File: src/rtl/dmrw_unit.sv
// dmrw_unit: data-memory read/write stage for RV32I loads and stores
//
// Ports:
//   clk, rst_n             clock, asynchronous active-low reset
//   cpu_stat_dmrw          sequencer is in the DMRW state
//   is_load, is_store      current instruction class
//   ldst_funct3            RV32I size/sign code of the access
//   ls_addr, st_data       effective byte address and store source value
//   dmrw_run               access in progress, sequencer holds DMRW while high
//   dm_req/dm_we/dm_addr/dm_be/dm_wdata, dm_ack/dm_rdata
//                          single-port data memory req/ack interface
//   ld_data, ld_valid      registered, extended load result and its write-back pulse
//   misalign_err           pulse for a misaligned or illegal access (no memory access made)
module dmrw_unit #(
   parameter int DM_ADDR_W = 12
) (
   input  logic                 clk,
   input  logic                 rst_n,
   input  logic                 cpu_stat_dmrw,
   input  logic                 is_load,
   input  logic                 is_store,
   input  logic [2:0]           ldst_funct3,
   input  logic [31:0]          ls_addr,
   input  logic [31:0]          st_data,
   output logic                 dmrw_run,
   output logic                 dm_req,
   output logic                 dm_we,
   output logic [DM_ADDR_W-1:0] dm_addr,
   output logic [3:0]           dm_be,
   output logic [31:0]          dm_wdata,
   input  logic                 dm_ack,
   input  logic [31:0]          dm_rdata,
   output logic [31:0]          ld_data,
   output logic                 ld_valid,
   output logic                 misalign_err
);
   typedef enum logic [1:0] {D_IDLE, D_WAIT, D_DONE} state_t;
   state_t state, state_nx;
   logic mem_op, legal, aligned, start, fault, acc, in_wait;
   logic [3:0] be_live;
   logic [31:0] wdata_live, rshift, ld_ext;
   logic [2:0] cur_f3;
   logic [1:0] cur_off;
   logic r_we;
   logic [DM_ADDR_W-1:0] r_addr;
   logic [3:0] r_be;
   logic [31:0] r_wdata;
   logic [2:0] r_f3;
   logic [1:0] r_off;
   logic unused_hi;
   assign unused_hi = ^ls_addr[31:DM_ADDR_W+2];
   always_comb begin
      mem_op = cpu_stat_dmrw & (is_load | is_store);
      legal = is_store ? (ldst_funct3 < 3'd3) : (ldst_funct3[1:0] != 2'b11 && ldst_funct3 != 3'd6);
      aligned = ldst_funct3[1:0] == 2'd0 ? 1'b1 : ldst_funct3[1:0] == 2'd1 ? ~ls_addr[0] : ls_addr[1:0] == 2'b00;
      // gating with rst_n keeps the bus quiet while reset is held, even with live request inputs
      start = rst_n & mem_op & (state == D_IDLE) & legal & aligned;
      fault = mem_op & (state == D_IDLE) & ~(legal & aligned);
      in_wait = state == D_WAIT;
      be_live = ldst_funct3[1:0] == 2'd0 ? 4'b0001 << ls_addr[1:0] :
                ldst_funct3[1:0] == 2'd1 ? (ls_addr[1] ? 4'b1100 : 4'b0011) : 4'b1111;
      wdata_live = ~is_store ? 32'd0 :
                   ldst_funct3[1:0] == 2'd0 ? {4{st_data[7:0]}} :
                   ldst_funct3[1:0] == 2'd1 ? {2{st_data[15:0]}} : st_data;
      // the first request cycle is driven from live inputs, later cycles from latched fields
      dm_req = start | in_wait;
      dmrw_run = dm_req;
      dm_we = in_wait ? r_we : is_store;
      dm_addr = in_wait ? r_addr : ls_addr[DM_ADDR_W+1:2];
      dm_be = in_wait ? r_be : be_live;
      dm_wdata = in_wait ? r_wdata : wdata_live;
      cur_f3 = in_wait ? r_f3 : ldst_funct3;
      cur_off = in_wait ? r_off : ls_addr[1:0];
      acc = dm_req & dm_ack & ~dm_we;
      rshift = dm_rdata >> {cur_off, 3'b000};
      ld_ext = cur_f3 == 3'd0 ? {{24{rshift[7]}}, rshift[7:0]} :
               cur_f3 == 3'd4 ? {24'd0, rshift[7:0]} :
               cur_f3 == 3'd1 ? {{16{rshift[15]}}, rshift[15:0]} :
               cur_f3 == 3'd5 ? {16'd0, rshift[15:0]} : rshift;
      state_nx = in_wait ? (dm_ack ? D_DONE : D_WAIT) :
                 state == D_DONE ? D_IDLE :
                 start ? (dm_ack ? D_DONE : D_WAIT) : D_IDLE;
   end
   always_ff @(posedge clk or negedge rst_n) begin
      if (!rst_n) begin
         state <= D_IDLE;
         ld_data <= 32'd0;
         ld_valid <= 1'b0;
         misalign_err <= 1'b0;
         r_we <= 1'b0;
         r_addr <= '0;
         r_be <= 4'd0;
         r_wdata <= 32'd0;
         r_f3 <= 3'd0;
         r_off <= 2'd0;
      end else begin
         state <= state_nx;
         ld_valid <= acc;
         misalign_err <= fault;
         if (start) begin
            r_we <= is_store;
            r_addr <= ls_addr[DM_ADDR_W+1:2];
            r_be <= be_live;
            r_wdata <= wdata_live;
            r_f3 <= ldst_funct3;
            r_off <= ls_addr[1:0];
         end
         if (acc) ld_data <= ld_ext;
      end
   end
endmodule

File: config.mk
export PLATFORM = sky130hd
export DESIGN_NAME = dmrw_unit
export DESIGN_NICKNAME = d
export VERILOG_FILES = /design/src/rtl/dmrw_unit.sv
export SDC_FILE = /design/constraint.sdc
export NUM_CORES = 1
export LEC_CHECK = 0
export BUFFER_PORTS_ARGS = -buffer_cell sky130_fd_sc_hd__buf_4
export CORE_MARGIN = 5
export CORE_UTILIZATION = 35
export CTS_CLUSTER_SIZE = 12
export DETAILED_ROUTE_END_ITERATION = 8
export HOLD_SLACK_MARGIN = 0.15
export PLACE_DENSITY = 0.58
export SETUP_SLACK_MARGIN = 0.05
export SLEW_MARGIN = 0
export SYNTH_ARGS = -nofsm -noshare
export SYNTH_HDL_FRONTEND = slang
export SYNTH_SLANG_ARGS = --single-unit
File: constraint.sdc
create_clock -name clk -period 2.55 [get_ports clk]
set_clock_uncertainty 0.1 [all_clocks]
set_input_delay 0.51 -clock clk [delete_from_list [all_inputs] [get_ports clk]]
set_output_delay 0.51 -clock clk [all_outputs]
set_load 0.01 [all_outputs]
==> impl_metrics.json, run 1 <==
{
  "r2r_end": "ld_data[30]",
  "yosysWarnings": 0,
  "dp_hpwl_microns": 11600,
  "vias_per_cell": 4.97,
  "grt_pass1_wl_microns": 23600,
  "start_kind": "flop",
  "holdBufCountCts": 0,
  "synth-xor-area-share_pct": 0,
  "power.switching_w": 0.00153,
  "cts.sinks": 90,
  "chipHeight_microns": 131,
  "yosys.area_share.adder_pct": 0,
  "yosysSeqAreaShare_pct": 44.2,
  "ff2ff_setup_slack_ns": 0.23,
  "ff2ff_path_depth": 7,
  "wl_microns": 15400,
  "die_w_microns": 131,
  "crit_path_end_kind": "primary output",
  "io_pins": 190,
  "htree_levels": 3,
  "cp_slowest_cell": "dfrtp_1",
  "worstMarginPinSlew_ns": 0.604,
  "dieArea_sq_um": 17100,
  "wl_per_cell_microns": 16.0,
  "synth_top_family_by_area": "compound AO/OA/AOI/OAI gates",
  "grt_pass1_vias": 4666,
  "grt.total_usage_pct": 17.8,
  "fin_nets": 876,
  "hold_viol_final": 0,
  "seq_power_share_pct": 42.2,
  "layout_common_cells": "191 x buf_4, 189 x nand2_1, 95 x o21ai_0, 90 x dfrtp_1, 42 x a21oi_1",
  "cts-root-buf": "clkbuf_16",
  "cts_buffers": 9,
  "pwr-share-comb_pct": 29.7,
  "antenna_left": 0,
  "ys_seq_elements": 90,
  "diodes": 0,
  "core_region_area_sq_um": 14400,
  "internal-power_w": 0.00339,
  "drive_above_1_share_pct": 33.9,
  "syn_area_sq_um": 5090,
  "required_ns": 1.94,
  "ir_drop_mv": 0.284,
  "ys_types": 38,
  "synth_compound_area_share_pct": 19.1,
  "place.port_buffers": 171,
  "r2r_start": "state[1]",
  "initialDrtViolationCount": 225,
  "clk_latency_ns": 0.35,
  "cts_tree": "built",
  "drc": 0,
  "cp_max_fo": 4,
  "holdWs_ns": 0.189,
  "areaGrowthSynthToFinish_pct": 37.4,
  "finalSetupViolCount": 0,
  "start_util_pct": 35.3,
  "syn_area_per_cell_sq_um": 8.35,
  "syn_inst": 610,
  "place_congestion": 0.857,
  "yosys-mux-area-fraction_pct": 13.3,
  "yosys.area_share.simple_pct": 18.5,
  "power.density_nw_per_um2": 704,
  "leakagePower_nw": 3.28,
  "hp-class": "input pin to asynchronous set/reset pin",
  "fin_setup_tns_ns": 0,
  "worstSetupPathType": "flop to primary output",
  "antenna_found_initial": 0,
  "overflow": 0,
  "cts_buffer_depth": 2,
  "fin_crit_sh_pct": 94.3,
  "crit_chain": "nor3b_1 -> o2111ai_4 -> nand2_1 -> buf_4",
  "max_cap_violations": 0,
  "clk_pin_slew_ns": 0.07,
  "swShare_pct": 31.1,
  "worstPathArrival_ns": 1.80,
  "finalCriticalPeriod_ns": 2.41,
  "synthArstFlopShare_pct": 100,
  "slew_headroom_pct": 59.8,
  "crit_path_max_incr_delay_ns": 0.44,
  "rsz0062_at_grt": "false",
  "syn-num-nets": 715,
  "synth_edf_count": 0,
  "grt_max_degree": 95,
  "drt_pass1_iterations": 6,
  "via_count": 4767,
  "final_common_cell": "buf_4",
  "clockPowerShare_pct": 28.1,
  "rows": 44,
  "final_max_slew_viol_count": 0,
  "status": "complete, no violations",
  "max_freq_mhz": 416,
  "ys.flop_type": "dfrtp_1"
}
-- cells by family (layout without fill, tap and decap cells) --
| logic type | count (synthesis) | count (layout) |
|---|---|---|
| flip-flops | 90 | 90 |
| AND/OR/NAND/NOR | 234 | 234 |
| AO/OA/AOI/OAI | 173 | 173 |
| multiplexers | 60 | 60 |
| buffers and inverters | 53 | 219 |
-- worst max path at each step --
stage	from	endpoint	slack, ns	cells after the start
global route	state[1]	dm_req	0.06	4
detailed placement	ldst_funct3[0]	ld_data[31]	0.08	10
global placement	ldst_funct3[0]	ld_data[31]	0.13	10
floorplan	ldst_funct3[0]	dm_wdata[27]	0.25	6
CTS	state[0]	dm_wdata[10]	0.10	5
finish	state[1]	dmrw_run	0.14	4
-- routing by layer --
metal  share of wire [%]  vias up  GRT usage (%)
li1                    -     2398              -
met1                  43     2199           21.9
met2                  47      152           29.6
met3                 8.2       18           4.76
met4                 2.0        0           7.08
met5                   0        -              0
-- metrics by stage --
step                util [%]  setup WS (ns)  power, W  instance area, sq um  instances
floorplan                  -          0.248   0.00279                  5090        610
global placement        45.7          0.127   0.00353                  6600        939
detailed placement      45.7         0.0781   0.00358                  6600        939
CTS                     48.1          0.103   0.00499                  6940        958
global route            48.5         0.0576   0.00524                  7000        960
finish                  48.5          0.144   0.00493                  7000        960
-- critical path, delay by kind of cell, from the launching register on --
family / cells / cell delay [ns]
simple gates: 2 / 0.63
compound gates: 1 / 0.21
buf+inv: 1 / 0.16
flops: 1 / 0.44
-- what timing repair did --
| action | CTS | global route |
|---|---|---|
| resized for setup | 0 | 2 |
| endpoints found under the setup margin | 12 | 20 |
| pin swaps | 0 | 1 |
| setup buffers | 3 | 1 |
| cloned | 0 | 1 |
-- flip-flops by register name, summed over array words and instances (netlist names) --
register      count
r_f3              3
state             2
r_we              1
misalign_err      1
ld_data          32
r_wdata          32
r_be              4
r_off             2
ld_valid          1
r_addr           12
-- area by class of cell --
cell class                 count  area (sq um)
fill                        1418          7420
multi-input combinational    467          2620
sequential                    90          2250
timing repair buffer         197          1570
clock buffer                  10           239
tap                          184           230
clock inverter                 6          73.8
inverter                       6          22.5
-- synthesized netlist by cell type, types with 3 or more instances --
cell       instances  area share (%)
nand2b_1           3            0.37
a21oi_1           42             4.1
mux2i_1           18             3.5
buf_2             10            0.98
o211ai_1          15             2.2
buf_6              3            0.66
mux2_2            40             8.8
o2bb2ai_1          7             1.2
buf_4              4            0.59
clkbuf_1          28             2.1
nor2_1            28             2.1
inv_1              4            0.29
o21ai_0           95             9.3
dfrtp_1           90              44
o21a_1             8             1.2
nand2_1          189              14
-- power groups by stage --
stage	logic (W)	registers [W]	clock network, W
global placement	0.00144	0.00209	0
global route	0.00163	0.00212	0.00149
finish	0.00146	0.00208	0.00139
detailed placement	0.00147	0.00211	0
CTS	0.00148	0.00208	0.00143
floorplan	0.000649	0.00215	0
Power figures use the tool's default switching activity.
==> inputs of run 2 (changes only) <==
--- a/config.mk
+++ b/config.mk
@@ -5,6 +5,7 @@
 export SDC_FILE = /design/constraint.sdc
 export NUM_CORES = 1
 export LEC_CHECK = 0
+export ABC_AREA = 1
 export BUFFER_PORTS_ARGS = -buffer_cell sky130_fd_sc_hd__buf_4
 export CORE_MARGIN = 5
 export CORE_UTILIZATION = 35
==> run 2 against run 1 <==
  * Global-route usage rose by 1.0 points
  * Non-clock buffer count down 5
  * Clock-buffer cell count rose by 4
  * Flip-flop and latch count unchanged
  * First-iteration DRC count increased by 41%
  * Cell area up 0.50%
  * Die area increased by 3.4%
  * Worst setup slack better by 0.024 ns
  * Critical endpoint is now dm_wdata[11]
  * Cell count increased by 13%
==> impl_metrics.json, run 2 <==
{
  "status": "complete, no violations",
  "yosysMostFrequentCell": "nand2_1",
  "final_max_slew_viol_count": 0,
  "yosys.area.top_type_share_pct": 42.6,
  "syn-num-nets": 847,
  "place_congestion": 0.875,
  "worstMarginPinSlew_ns": 0.500,
  "syn_area_sq_um": 5290,
  "ys.flop_type": "dfrtp_1",
  "finalCriticalPeriod_ns": 2.38,
  "via_count": 5296,
  "cts_tree": "built",
  "crit_top_cell": "buf_4",
  "core_region_area_sq_um": 15000,
  "hp-class": "input pin to asynchronous set/reset pin",
  "grt_pass1_wl_microns": 26700,
  "max_freq_mhz": 420,
  "fin_nets": 1001,
  "rsz0062_at_grt": "true",
  "required_ns": 1.94,
  "max_cap_violations": 0,
  "areaGrowthSynthToFinish_pct": 33.1,
  "overflow": 0,
  "final_cell_area_sq_um": 7040,
  "reg_top3": "ld_data x32, r_wdata x32, r_addr x12",
  "holdBufCountCts": 0,
  "ctsResizeCount": 0,
  "finalSetupViolCount": 0,
  "worstSetupPathType": "flop to primary output",
  "chipHeight_microns": 133,
  "grt.total_usage_pct": 18.8,
  "slew_headroom_pct": 66.7,
  "antenna_found_initial": 0,
  "drt_pass1_iterations": 5,
  "drc": 0,
  "start_util_pct": 35.2,
  "dp_hpwl_microns": 12400,
  "initialDrtViolationCount": 318,
  "diodes": 0,
  "ys_types": 32,
  "cts_buffer_depth": 2,
  "power.density_nw_per_um2": 712,
  "clk_latency_ns": 0.34,
  "leakagePower_nw": 3.63,
  "crit_path_max_incr_delay_ns": 0.38,
  "utilization_pct": 46.8,
  "wl_per_cell_microns": 15.3,
  "ir_drop_mv": 0.370,
  "yosysSeqAreaShare_pct": 42.6,
  "vias_per_cell": 4.86,
  "antenna_left": 0,
  "clk_pin_slew_ns": 0.07,
  "fin_setup_tns_ns": 0,
  "fin_crit_sh_pct": 93.4,
  "io_pins": 190,
  "synth_top_area_cell": "dfrtp_1",
  "layout_common_cells": "202 x nand2_1, 189 x buf_4, 96 x o21ai_0, 90 x dfrtp_1, 67 x nor2_1",
  "cts-root-buf": "clkbuf_16",
  "place.port_buffers": 171,
  "crit_path_end_kind": "primary output",
  "yosys-top-cells-count": "202 x nand2_1, 97 x o21ai_0, 90 x dfrtp_1",
  "grt_max_degree": 91,
  "worstPathArrival_ns": 1.77,
  "rows": 45,
  "crit_buf_inv": 3,
  "drive_above_1_share_pct": 27.1,
  "ys_seq_elements": 90,
  "post_cts_buffers": 0,
  "start_kind": "flop",
  "syn_inst": 742,
  "syn_area_per_cell_sq_um": 7.12,
  "htree_levels": 3,
  "die_w_microns": 133,
  "cts.sinks": 90,
  "path_delay_family": "buffers and inverters",
  "crit_chain": "inv_2 -> nand2_8 -> buf_4 -> o21ai_0 -> buf_4",
  "cts_buffers": 9,
  "synthArstFlopShare_pct": 100,
  "hold_viol_final": 0,
  "place_area_sq_um": 6730,
  "yosysWarnings": 0,
  "wl_microns": 16700,
  "final_common_cell": "nand2_1",
  "synthTopCellsByArea": "dfrtp_1 43%, nand2_1 14%, o21ai_0 9.2%",
  "cp_max_fo": 31,
  "cp_slowest_cell": "dfrtp_1",
  "dieArea_sq_um": 17700,
  "grt_pass1_vias": 5117,
  "synth_edf_count": 0
}
==> run 2: cell types whose count changed after synthesis, moves of 7 or more <==
cell / before / now
nor2_1: 28 / 67
inv_1: 4 / 65
o2bb2ai_1: 7 / 0
mux2i_1: 18 / 0
mux2_2: 40 / 0
nand2_2: 0 / 8
o21a_1: 8 / 0
a21oi_1: 42 / 51
a21oi_2: 0 / 9
nand3_1: 1 / 64
o211ai_1: 15 / 7
clkbuf_1: 28 / 20
nand2_1: 189 / 202
==> run 2: area by class of cell <==
| class | instances | area (sq um) |
|---|---|---|
| Timing Repair Buffer | 192 | 1480 |
| Multi-Input combinational cell | 533 | 2520 |
| Tap cell | 188 | 235 |
| Clock buffer | 14 | 274 |
| Fill cell | 1545 | 8000 |
| Inverter | 70 | 268 |
| Clock inverter | 2 | 10.0 |
| Sequential cell | 90 | 2250 |
==> run 2: final timing paths <==
check,from,end,slack [ns],cells after the start
min reg2reg,r_addr[2],r_addr[2],0.39,2
min in group clk,dm_ack,state[0],0.22,2
min,rst_n,r_wdata[20],0.17,2
max in group asynchronous,rst_n,r_addr[3],1.80,2
max,state[1],dm_wdata[11],0.17,5
max reg2reg,state[1],ld_data[25],0.39,8
==> run 2: per-layer routing <==
metal	up-vias	global-route usage (%)	share of wire, %
met5	-	0	0
met4	0	6.06	1.8
met3	20	6.12	9.2
met2	184	28.3	43
met1	2387	25.5	46
li1	2705	-	-
==> run 2: where the power goes <==
part           switching (W)  internal (W)  leakage, nW  total (W)
logic               0.000853      0.000762         2.36    0.00162
clock network       0.000573      0.000740        0.143    0.00131
registers           0.000215       0.00187         1.12    0.00209
total                0.00164       0.00337         3.63    0.00501
==> run 2: cell families after synthesis <==
logic type,after synthesis,share of synthesized area [%]
and+or+nand+nor,354,28.4
AOI/OAI and AO/OA,179,18.8
buffers and inverters,119,10.1
DFF,90,42.6
==> run 2: stage by stage <==
step           total power [W]  worst slack [ns]  hold slack, ns  std cells
2_1_floorplan          0.00292             0.442           0.114        742
3_3_place_gp           0.00372            0.0971           0.363       1073
3_5_place_dp           0.00374            0.0774           0.373       1073
4_1_cts                0.00507            0.0548           0.201       1089
5_1_grt                0.00534            0.0459           0.213       1089
6_report               0.00501             0.168           0.174       1089
==> inputs of run 3 (changes only) <==
--- a/config.mk
+++ b/config.mk
@@ -12,7 +12,9 @@
 export CTS_CLUSTER_SIZE = 12
 export DETAILED_ROUTE_END_ITERATION = 8
 export HOLD_SLACK_MARGIN = 0.15
+export MAX_ROUTING_LAYER = met4
 export PLACE_DENSITY = 0.58
+export RECOVER_POWER = 50
 export SETUP_SLACK_MARGIN = 0.05
 export SLEW_MARGIN = 0
 export SYNTH_ARGS = -nofsm -noshare
==> run 3 against run 2 <==
  * Via count increased by 0.34%
  * Wire length increased by 0.58%
  * Clock power about the same
  * Sequential power about the same
  * Cell area decreased by 2.2%
  * Hold slack improved by 0.045 ns
  * Fmax decreased by 0.57%
  * Register-to-register slack got worse by 0.15 ns
  * Total power decreased by 3.5%
==> impl_metrics.json, run 3 (synthesis gave the netlist of run 2 again) <==
{
  "clk_pin_slew_ns": 0.06,
  "hold_viol_final": 0,
  "power.density_nw_per_um2": 703,
  "required_ns": 1.94,
  "chipHeight_microns": 133,
  "drt_pass1_iterations": 5,
  "grt.total_usage_pct": 19.3,
  "final_max_slew_viol_count": 0,
  "die_w_microns": 133,
  "rows": 45,
  "max_cap_violations": 0,
  "diodes": 0,
  "grt_pass1_wl_microns": 26700,
  "cts-root-buf": "clkbuf_16",
  "overflow": 0,
  "leakagePower_nw": 3.48,
  "nFillCells": 1585,
  "drive_above_1_share_pct": 22.9,
  "initialDrtViolationCount": 328,
  "holdBufCountCts": 0,
  "hp-class": "input pin to flop",
  "antenna_found_initial": 0,
  "fin_nets": 1001,
  "final_cell_area_sq_um": 6880,
  "place.port_buffers": 171,
  "rsz0062_at_grt": "true",
  "regArea_sq_um": 2250,
  "cp_max_fo": 11,
  "grt_max_degree": 91,
  "worstSetupPathType": "input pin to primary output",
  "start_util_pct": 35.2,
  "via_count": 5314,
  "wl_microns": 16800,
  "multiInputGateArea_sq_um": 2520,
  "worstPathArrival_ns": 1.79,
  "ctsResizeCount": 0,
  "fin_setup_tns_ns": 0,
  "max_freq_mhz": 417,
  "vias_per_cell": 4.88,
  "clk_latency_ns": 0.34,
  "wl_per_cell_microns": 15.4,
  "grt_pass1_vias": 5124,
  "ir_drop_mv": 0.370,
  "crit_chain": "buf_4 -> clkinvlp_4 -> nand2_1 -> nor2_1 -> a221oi_1 -> o22ai_1 -> buf_4",
  "dp_hpwl_microns": 12400,
  "dieArea_sq_um": 17700,
  "post_cts_buffers": 0,
  "htree_levels": 3,
  "crit_top_cell": "buf_4",
  "reg_top3": "ld_data x32, r_wdata x32, r_addr x12",
  "layout_common_cells": "202 x nand2_1, 151 x buf_4, 96 x o21ai_0, 90 x dfrtp_1, 68 x nor2_1",
  "crit_path_max_incr_delay_ns": 0.31,
  "cts_buffers": 9,
  "antenna_left": 0,
  "core_region_area_sq_um": 15000,
  "cts_buffer_depth": 2,
  "finalSetupViolCount": 0,
  "start_kind": "input pin",
  "io_pins": 190,
  "cp_slowest_cell": "a221oi_1",
  "finalCriticalPeriod_ns": 2.40,
  "place_area_sq_um": 6730,
  "areaGrowthSynthToFinish_pct": 30.2,
  "fin_crit_sh_pct": 93.9,
  "cts.sinks": 90,
  "cts_tree": "built",
  "place_congestion": 0.890,
  "crit_path_end_kind": "primary output",
  "slew_headroom_pct": 14.1,
  "final_common_cell": "nand2_1",
  "drc": 0,
  "status": "complete, no violations",
  "worstMarginPinSlew_ns": 1.29
}
## run 3: area by class of cell
type / instances / area share (%)
Clock inverter: 2 / 0.145
Multi-Input combinational cell: 533 / 36.6
Timing Repair Buffer: 192 / 19.3
Sequential cell: 90 / 32.7
Tap cell: 188 / 3.42
Inverter: 70 / 3.89
Clock buffer: 14 / 3.98
## run 3: worst max-delay path: cells and delay by family
family                 cells  cell delay, ns
buffers and inverters      3            0.58
AOI/OAI and AO/OA          2            0.48
and+or+nand+nor            2            0.21
## run 3: final timing paths
path                                     start           end  slack, ns  cells past startpoint
min in group asynchronous                rst_n   r_wdata[20]       0.72                      2
worst max-delay path            ldst_funct3[1]  dm_wdata[29]       0.15                      7
worst max register to register        state[0]   r_wdata[26]       0.24                      6
worst min-delay path                    dm_ack      state[0]       0.22                      2
worst min register to register      ld_data[0]    ld_data[0]       0.38                      2
max in group asynchronous                rst_n     r_addr[2]       0.84                      2
## run 3: stage by stage
stage               power (W)  hold slack (ns)  cells  util (%)  setup slack, ns
CTS                   0.00507            0.201   1089      46.6           0.0548
finish                0.00484            0.219   1089      45.8            0.154
detailed placement    0.00374            0.373   1073      44.8           0.0774
global placement      0.00372            0.363   1073      44.8           0.0971
floorplan             0.00292            0.114    742         -            0.442
global route          0.00517            0.211   1089      45.8           0.0455
## run 3: layer usage
metal / vias to the layer above / routed length (microns) / global-route usage (%)
met3: 18 / 1320 / 5.40
met2: 168 / 7300 / 28.4
met1: 2421 / 7880 / 25.9
li1: 2707 / - / -
met4: 0 / 300 / 6.06
met5: - / 0 / -
## run 3: report_power, final
part / leakage, nW / internal (W) / total [W] / switching [W]
sequential: 1.12 / 0.00187 / 0.00208 / 0.000209
clock: 0.143 / 0.000740 / 0.00131 / 0.000574
combinational: 2.22 / 0.000587 / 0.00144 / 0.000858
